## src/rtl/events_to_apb_mc.sv

```systemverilog
// Multi-channel event bridge: saturating per-channel event counters, each pending
// count reported as one APB write to ADDR_BASE + channel*ADDR_STRIDE.
module events_to_apb_mc #(
    parameter int          NUM_EVENTS  = 4,
    parameter int          CNT_W       = 16,
    parameter logic [31:0] ADDR_BASE   = 32'hE000_0000,
    parameter logic [31:0] ADDR_STRIDE = 32'h0001_0000,
    parameter int          ARB_MODE    = 0
) (
    input  logic                  clk,
    input  logic                  reset,
    input  logic [NUM_EVENTS-1:0] event_i,
    output logic                  apb_psel_o,
    output logic                  apb_penable_o,
    output logic [31:0]           apb_paddr_o,
    output logic                  apb_pwrite_o,
    output logic [31:0]           apb_pwdata_o,
    input  logic                  apb_pready_i,
    input  logic                  apb_pslverr_i,
    output logic [NUM_EVENTS-1:0] overflow_o,
    output logic                  busy_o
);
    localparam int IDX_W = (NUM_EVENTS > 1) ? $clog2(NUM_EVENTS) : 1;
    localparam logic [CNT_W-1:0] CNT_MAX = '1;

    typedef enum logic [1:0] {IDLE, SETUP, ACCESS} state_t;
    state_t state_q, state_d;

    logic [NUM_EVENTS-1:0][CNT_W-1:0] cnt_q, cnt_d;
    logic [NUM_EVENTS-1:0]            ovf_q, ovf_d;
    logic [CNT_W-1:0]                 snap_q, snap_d;
    logic                             snap_ovf_q, snap_ovf_d;
    logic [IDX_W-1:0]                 gnt_q, gnt_d, ptr_q, ptr_d, ptr_inc;
    logic                             psel_q, psel_d, penable_q, penable_d;
    logic [31:0]                      paddr_q, paddr_d, pwdata_q, pwdata_d;

    logic [NUM_EVENTS-1:0]            pending, rot, rot_low, gnt_oh;
    logic [IDX_W-1:0][NUM_EVENTS-1:0] idx_mask;
    logic [CNT_W-1:0][NUM_EVENTS-1:0] cnt_cols;
    logic [IDX_W-1:0]                 off, grant;
    logic [IDX_W:0]                   grant_sum;
    logic [CNT_W-1:0]                 sel_cnt;
    logic                             sel_ovf, arb_valid, grab, done, retry;
    logic [31:0]                      grant_addr, grant_wdata;

    assign arb_valid = |pending;
    assign grab      = (state_q == IDLE) && arb_valid;
    assign done      = (state_q == ACCESS) && apb_pready_i;
    assign retry     = done && apb_pslverr_i;

    // Round robin rotates the request vector so the search starts at ptr, then
    // isolates the lowest set bit and converts the offset back to a channel index.
    assign rot       = (ARB_MODE == 1) ? NUM_EVENTS'({pending, pending} >> ptr_q) : pending;
    assign rot_low   = rot & (-rot);
    assign grant_sum = {1'b0, ptr_q} + {1'b0, off};
    assign grant     = (ARB_MODE != 1) ? off :
                       (grant_sum >= (IDX_W+1)'(NUM_EVENTS)) ?
                           IDX_W'(grant_sum - (IDX_W+1)'(NUM_EVENTS)) : IDX_W'(grant_sum);
    assign sel_ovf   = |(gnt_oh & ovf_q);
    assign ptr_inc   = (gnt_q == IDX_W'(NUM_EVENTS - 1)) ? '0 : gnt_q + IDX_W'(1);

    genvar gi, gb, gc;
    generate
        for (gi = 0; gi < NUM_EVENTS; gi++) begin : g_ch
            logic [CNT_W:0] inc_sum, err_sum;
            logic           grab_me, retry_me;

            assign pending[gi] = |cnt_q[gi];
            assign gnt_oh[gi]  = (grant == IDX_W'(gi));
            assign grab_me     = grab && gnt_oh[gi];
            assign retry_me    = retry && (gnt_q == IDX_W'(gi));
            assign inc_sum     = {1'b0, cnt_q[gi]} + (CNT_W+1)'(event_i[gi]);
            assign err_sum     = {1'b0, cnt_q[gi]} + {1'b0, snap_q} + (CNT_W+1)'(event_i[gi]);

            // A failed write folds the snapshot back so nothing is lost.
            assign cnt_d[gi] = grab_me  ? CNT_W'(event_i[gi]) :
                               retry_me ? (err_sum[CNT_W] ? CNT_MAX : err_sum[CNT_W-1:0]) :
                                          (inc_sum[CNT_W] ? CNT_MAX : inc_sum[CNT_W-1:0]);
            assign ovf_d[gi] = grab_me  ? 1'b0 :
                               retry_me ? (ovf_q[gi] | snap_ovf_q | err_sum[CNT_W]) :
                                          (ovf_q[gi] | inc_sum[CNT_W]);

            for (gb = 0; gb < IDX_W; gb++) begin : g_mask
                assign idx_mask[gb][gi] = ((gi >> gb) % 2) == 1;
            end
            for (gc = 0; gc < CNT_W; gc++) begin : g_col
                assign cnt_cols[gc][gi] = cnt_q[gi][gc];
            end
        end
        for (gb = 0; gb < IDX_W; gb++) begin : g_off
            assign off[gb] = |(rot_low & idx_mask[gb]);
        end
        for (gc = 0; gc < CNT_W; gc++) begin : g_sel
            assign sel_cnt[gc] = |(gnt_oh & cnt_cols[gc]);
        end
    endgenerate

    assign grant_addr = ADDR_BASE + ADDR_STRIDE * 32'(grant);

    always_comb begin
        grant_wdata              = '0;
        grant_wdata[31]          = sel_ovf;
        grant_wdata[CNT_W-1:0]   = sel_cnt;
    end

    assign snap_d     = grab ? sel_cnt : snap_q;
    assign snap_ovf_d = grab ? sel_ovf : snap_ovf_q;
    assign gnt_d      = grab ? grant : gnt_q;
    assign ptr_d      = done ? ptr_inc : ptr_q;

    always_ff @(posedge clk or negedge reset) begin
        if (!reset) begin
            cnt_q      <= '0;
            ovf_q      <= '0;
            snap_q     <= '0;
            snap_ovf_q <= 1'b0;
            gnt_q      <= '0;
            ptr_q      <= '0;
        end else begin
            cnt_q      <= cnt_d;
            ovf_q      <= ovf_d;
            snap_q     <= snap_d;
            snap_ovf_q <= snap_ovf_d;
            gnt_q      <= gnt_d;
            ptr_q      <= ptr_d;
        end
    end

    always_ff @(posedge clk or negedge reset) begin
        if (!reset) begin
            state_q   <= IDLE;
            psel_q    <= 1'b0;
            penable_q <= 1'b0;
            paddr_q   <= '0;
            pwdata_q  <= '0;
        end else begin
            state_q   <= state_d;
            psel_q    <= psel_d;
            penable_q <= penable_d;
            paddr_q   <= paddr_d;
            pwdata_q  <= pwdata_d;
        end
    end

    always_comb begin
        state_d = state_q;
        case (state_q)
            IDLE:    if (arb_valid) state_d = SETUP;
            SETUP:   state_d = ACCESS;
            ACCESS:  if (apb_pready_i) state_d = IDLE;
            default: state_d = IDLE;
        endcase
    end

    always_comb begin
        psel_d    = (state_d != IDLE);
        penable_d = (state_d == ACCESS);
        paddr_d   = paddr_q;
        pwdata_d  = pwdata_q;
        if (grab) begin
            paddr_d  = grant_addr;
            pwdata_d = grant_wdata;
        end else if (state_d == IDLE) begin
            paddr_d  = '0;
            pwdata_d = '0;
        end
    end

    assign apb_psel_o    = psel_q;
    assign apb_penable_o = penable_q;
    assign apb_paddr_o   = paddr_q;
    assign apb_pwrite_o  = 1'b1;
    assign apb_pwdata_o  = pwdata_q;
    assign overflow_o    = ovf_q;
    assign busy_o        = (state_q != IDLE);
endmodule

```

## config.mk

```make
export PLATFORM = sky130hd
export DESIGN_NAME = events_to_apb_mc
export DESIGN_NICKNAME = d
export VERILOG_FILES = /design/src/rtl/events_to_apb_mc.sv
export SDC_FILE = /design/constraint.sdc
export NUM_CORES = 1
export LEC_CHECK = 0
export CAP_MARGIN = 20
export CORE_MARGIN = 2
export CORE_UTILIZATION = 50
export DETAILED_ROUTE_END_ITERATION = 8
export GPL_TIMING_DRIVEN = 0
export PLACE_DENSITY = 0.71
export SYNTH_ARGS = -nofsm -noshare
export SYNTH_HDL_FRONTEND = slang
export SYNTH_SLANG_ARGS = --single-unit
```

## constraint.sdc

```tcl
create_clock -name clk -period 3.59 [get_ports clk]
set_clock_uncertainty 0.1 [all_clocks]
set_input_delay 1.077 -clock clk [delete_from_list [all_inputs] [get_ports clk]]
set_output_delay 1.077 -clock clk [all_outputs]
set_load 0.03 [all_outputs]
```

==> flow_summary.toml, run 1 <==
[clock_network]
cts_buffer_depth = 2
clkLatencyLatePin_ns = 0.38
path_clk_slew_ns = 0.08
cts_buffers = 9
h-tree-depth = 3
clockRootBuffer = "clkbuf_16"
cts_tree = "done"
cts_num_sinks = 111

[worst_setup_path]
cp.required_ns = 3.74
critPathKind = "input pin to flip-flop"
crit_path_end_kind = "flip-flop"
crit_chain = "dlygate4sd2_1 -> fa_2 -> fa_2 -> a211oi_2 -> o21ai_2 -> o21ai_1 -> o211ai_1 -> a31oi_4 -> buf_4 -> nor2b_1 -> o21ai_0"
critPathMaxFanout = 4
cp_top_family = "compound AO/OA/AOI/OAI gates"
cp.arrival_ns = 3.66
crit_top_cell = "fa_2"
r2r_slack_ns = 0.44
startpoint_type = "input pin"
critPathSlowestCell = "fa_2"
cpPeakStageDelay_ns = 0.44
cp.buffers_inverters = 2

[power_and_ir_drop]
finalPower_w = 0.00857
powerDensity_nw_per_um2 = 826
p_leak_nw = 4.82
peakVddDrop_mv = 0.528

[placement]
gp_congestion = 0.984
dp_hpwl_um = 19900
numPortBuffers = 36
place_area_um2 = 9860

[synthesis]
ys.flop_type = "dfrtp_1"
avgSynthCellArea_um2 = 9.13
yosysTopAreaCell = "dfrtp_1"
ys_warn_count = 0
yosysTopAreaCellShare_pct = 30.8
synth-seq-cells = 111
synth.cell_area_um2 = 9030
synth_edf_count = 0
synth-seq-area-share_pct = 30.8
yosysUniqueCellTypes = 76
async_flop_share_pct = 100
synth.area.top_cells = "dfrtp_1 (31%), ha_1 (9.4%), xor2_1 (5.1%), a221oi_1 (4.6%), xnor2_1 (4.5%)"
netlist_instances = 989

[floorplanning]
die_x_um = 138
io_pins = 80
die-area_um2 = 19100
die_h_um = 138
coreArea_um2 = 17800
initial_core_util_pct = 50.6
row_count = 49

[route]
drt_pass1_iterations = 5
wl_um = 27400
drcViolationCount = 0
viasPerCell = 6.18
drtIter0Drc = 838
post_drt_wl_per_cell_um = 20.7
ant_nets = 0
via_count = 8173

[run_status]
status = "finished clean"

[timing]
worst_pin_slew_ns = 0.680
slew_violations = 0
rsz0062_at_grt = "no"
hold_ws_ns = 0.379
setup_tns_ns = 0
min_period_ns = 3.50
finalSetupViolations = 0
fin_crit_sh_pct = 97.6
max_freq_mhz = 285
hold_violations = 0
slew_headroom_pct = 54.7

[grt]
overflow = 0
antenna_found_initial = 0
grt_pass1_vias = 7584
grt_max_degree = 57
globalRouteTotalUtil_pct = 28.4
grt_first_pass_wirelength_um = 42900

[final_layout]
drive_gt1_share_pct = 14.9
final_cell_area_um2 = 10400
antenna_cells = 0
fillers = 1612
area.growth.synth_to_final_pct = 14.9
nets = 1172

[run]
max-cap-violations = 0

[worst_hold_path]
hold_path.class = "flip-flop to flip-flop"
[layer usage]
layer | wire [um] | track usage [%]
met1 | 12000 | 39.6
met4 | 896 | 9.83
met2 | 12600 | 45.2
met5 | 0 | 0
met3 | 1890 | 4.40
[area by class of cell]
cell class	instances	area [um^2]	share of cell area, %
multi-input combinational	827	5960	57.4
sequential	111	2780	26.8
buffer	74	519	5.01
timing repair buffer	47	472	4.55
tap	229	287	2.76
clock buffer	10	239	2.30
inverter	18	67.6	0.651
clock inverter	6	56.3	0.543
[synthesized netlist by cell type, types with 10 or more instances]
master / n
a31oi_1: 10
a221oi_1: 47
nand4_1: 13
o21ai_0: 40
nor4_1: 12
dfrtp_1: 111
nand3_1: 40
buf_2: 13
buf_4: 50
inv_1: 18
a211oi_1: 24
xor2_1: 53
a21o_1: 48
nor2_1: 65
xnor2_1: 46
ha_1: 68
and3_1: 13
a21oi_1: 76
nand2_1: 76
nor2_2: 10
o21a_1: 10
[cells by family (layout without fill, tap and decap cells)]
kind of cell / after synthesis / in the layout / synth area share [%]
other: 2 / 43 / 0.0832
xor gates and xnor gates: 99 / 99 / 9.61
buffers and inverters: 92 / 155 / 6.36
AOI/OAI and AO/OA: 318 / 318 / 24.8
DFF: 111 / 111 / 30.8
adders and majority gates: 76 / 76 / 11.2
muxes: 5 / 5 / 0.596
and+or+nand+nor: 286 / 286 / 16.6
[timing repair]
action                                  CTS  global route
setup buffers                             8             1
pin swaps                                 9            12
gates cloned                              1             0
resized for setup                        29            11
endpoints found under the setup margin   68            50
hold buffers                              0             0
[placed cells by master (no fill, tap or decap), drive strengths merged, types with 22 or more instances in the layout]
master         synthesis  routed
xnor2                 46      46
ha                    68      68
nand3                 42      42
nand2                 78      78
a21oi                 76      76
o21ai                 48      48
conb                   2      43
nor2                  79      79
a211oi                24      24
xor2                  53      53
a221oi                49      49
a21o                  48      48
buf                   66      77
dfrtp                111     111
clkdlybuf4s50          0      32
inv                   18      22
[worst register-to-register path: cells and delay by family, from the launching register on]
kind                     cells  cell delay [ns]
AND/OR/NAND/NOR              2             0.36
flip-flops                   1             0.57
adder cells (fa/ha/maj)      2             0.89
AO/OA/AOI/OAI                4             1.09
[stage by stage]
step                      setup slack [ns]  std cells  util (%)
after floorplan                     0.0649       1030         -
after global placement               -3.24       1295      55.1
after detailed placement             -1.00       1296      55.2
after CTS                          0.00407       1321      57.8
after global routing               0.00546       1322      58.1
final                               0.0854       1322      58.1
[flip-flops by register name, indices dropped and copies added (netlist names)]
signal	cells
cnt_cols	64
apb_pwdata_o	17
snap_q	16
overflow_o	4
apb_paddr_o	3
gnt_q	2
state_q	2
apb_penable_o	1
apb_psel_o	1
snap_ovf_q	1
[worst paths after layout]
path                                          to              from  depth (start not counted)
worst max-delay path                 cnt_cols[1]        event_i[1]                         11
worst min-delay path            apb_pwdata_o[15]  apb_pwdata_o[15]                          1
worst max register to register      cnt_cols[62]         snap_q[0]                          8
worst min register to register  apb_pwdata_o[15]  apb_pwdata_o[15]                          1
max in group asynchronous           cnt_cols[12]             reset                          2
min in group asynchronous           cnt_cols[22]             reset                          1
[power breakdown]
part	switching [W]	total, W	internal, W
Clock	0.000538	0.00104	0.000507
Combinational	0.00275	0.00480	0.00205
Sequential	0.00101	0.00273	0.00172
Power figures use the tool's default switching activity.
==> inputs of run 2 (changes only) <==
GPL_ROUTABILITY_DRIVEN = 0   (was not set)
==> flow_summary.toml, run 2 (synthesis results as in run 1) <==
[final_layout]
antenna_cells = 0
largest_reg_flops = 64
layout_commonest_cell = "dfrtp_1"
area.growth.synth_to_final_pct = 14.3
final_cell_mix = "dfrtp_1 (111), nand2_1 (76), a21oi_1 (76)"
nets = 1170
drive_gt1_share_pct = 14.5
fin_cells = 1320
postLayoutCoreUtil_pct = 57.8

[grt]
globalRouteTotalUtil_pct = 28.0
overflow = 0
grt_first_pass_wirelength_um = 42500
grt_pass1_vias = 7585
grt_max_degree = 63
antenna_found_initial = 0

[placement]
dp_hpwl_um = 19800
dp_cells = 1296
dp_worst_setup_slack_ns = -0.935
numPortBuffers = 36

[run]
max-cap-violations = 0

[route]
drcViolationCount = 0
wl_um = 26900
via_count = 8239
viasPerCell = 6.24
ant_nets = 0
drtIter0Drc = 740
post_drt_wl_per_cell_um = 20.4
drt_pass1_iterations = 8

[timing]
setup_tns_ns = 0
rsz0062_at_grt = "no"
min_period_ns = 3.41
slew_headroom_pct = 49.4
worst_pin_slew_ns = 0.758
slew_violations = 0
setup_ws_ns = 0.181
fin_crit_sh_pct = 95.0
max_freq_mhz = 293
finalSetupViolations = 0
hold_violations = 0

[floorplanning]
io_pins = 80
die-area_um2 = 19100
coreArea_um2 = 17800
die_h_um = 138
die_x_um = 138
row_count = 49
initial_core_util_pct = 50.6

[clock_network]
path_clk_slew_ns = 0.08
cts_buffer_depth = 2
hold_buffers = 0
clockRootBuffer = "clkbuf_16"
cts_buffers = 9
clkLatencyLatePin_ns = 0.37
h-tree-depth = 3
cts_tree = "done"
cts_num_sinks = 111

[worst_setup_path]
cp.arrival_ns = 3.57
critPathMaxFanout = 6
crit_path_end_kind = "flip-flop"
timing.rr.start = "snap_q[0]"
cp.required_ns = 3.75
r2r-end = "cnt_cols[48]"
r2r_slack_ns = 0.44
cp-endpoint = "cnt_cols[48]"
crit_start = "event_i[0]"
rr_worst_depth = 8
critPathKind = "input pin to flip-flop"
startpoint_type = "input pin"

[power_and_ir_drop]
powerDensity_nw_per_um2 = 834
finalPower_w = 0.00860
p_leak_nw = 4.80
peakVddDrop_mv = 0.494

[worst_hold_path]
hold_path.class = "flip-flop to flip-flop"
worstHoldStart = "apb_pwdata_o[3]"

[run_status]
status = "finished clean"
-- run 2: per-stage QoR --
stage | area [um^2] | hold WS [ns]
final | 10300 | 0.380
after global routing | 10300 | 0.394
after CTS | 10200 | 0.381
after detailed placement | 9860 | 0.365
after global placement | 9830 | 0.361
after floorplan | 9180 | 0.428
-- run 2: report_power, final --
group          leakage (nW)  internal [W]  switching, W
Combinational          3.21       0.00204       0.00279
Sequential             1.45       0.00172       0.00102
Clock                 0.144      0.000489      0.000536
-- run 2: cell type report --
type,count,area [um^2]
well taps,229,287
fillers,1607,7530
flip-flops and latches,111,2780
clock buffers,9,225
inverters,18,67.6
clock inverters,7,62.6
multi-input cells,827,5930
repair buffers,45,455
plain buffers,74,509
-- run 2: how the worst min path moves through the flow --
stage	endpoint	slack (ns)	cells past startpoint
CTS	apb_pwdata_o[13]	0.38	1
floorplan	snap_q[10]	0.43	2
finish	apb_pwdata_o[3]	0.38	2
global placement	apb_pwdata_o[13]	0.36	1
global route	apb_pwdata_o[13]	0.39	1
detailed placement	apb_pwdata_o[13]	0.37	1
-- run 2: worst max-delay path, stage by stage --
cell,delay (ns)
dlygate4sd2_1,0.27
fa_2,0.37
fa_2,0.41
a211oi_4,0.32
o21ai_4,0.12
a221oi_4,0.41
o21ai_1,0.14
xnor2_1,0.15
a221oi_1,0.30
-- run 2: metal layers --
metal	routed length [um]	vias up	global-route usage, %
met3	2070	72	3.98
met5	0	-	0
met4	1180	0	12.0
li1	-	3815	-
met2	12100	387	43.9
met1	11600	3965	39.0
-- run 2: repair_timing --
item / 4_1_cts / 5_1_grt
gates resized for setup: 24 / 8
buffers inserted: 4 / 4
setup endpoints to repair: 68 / 39
pin swaps: 12 / 18
endpoints found under the hold margin: 0 / 0
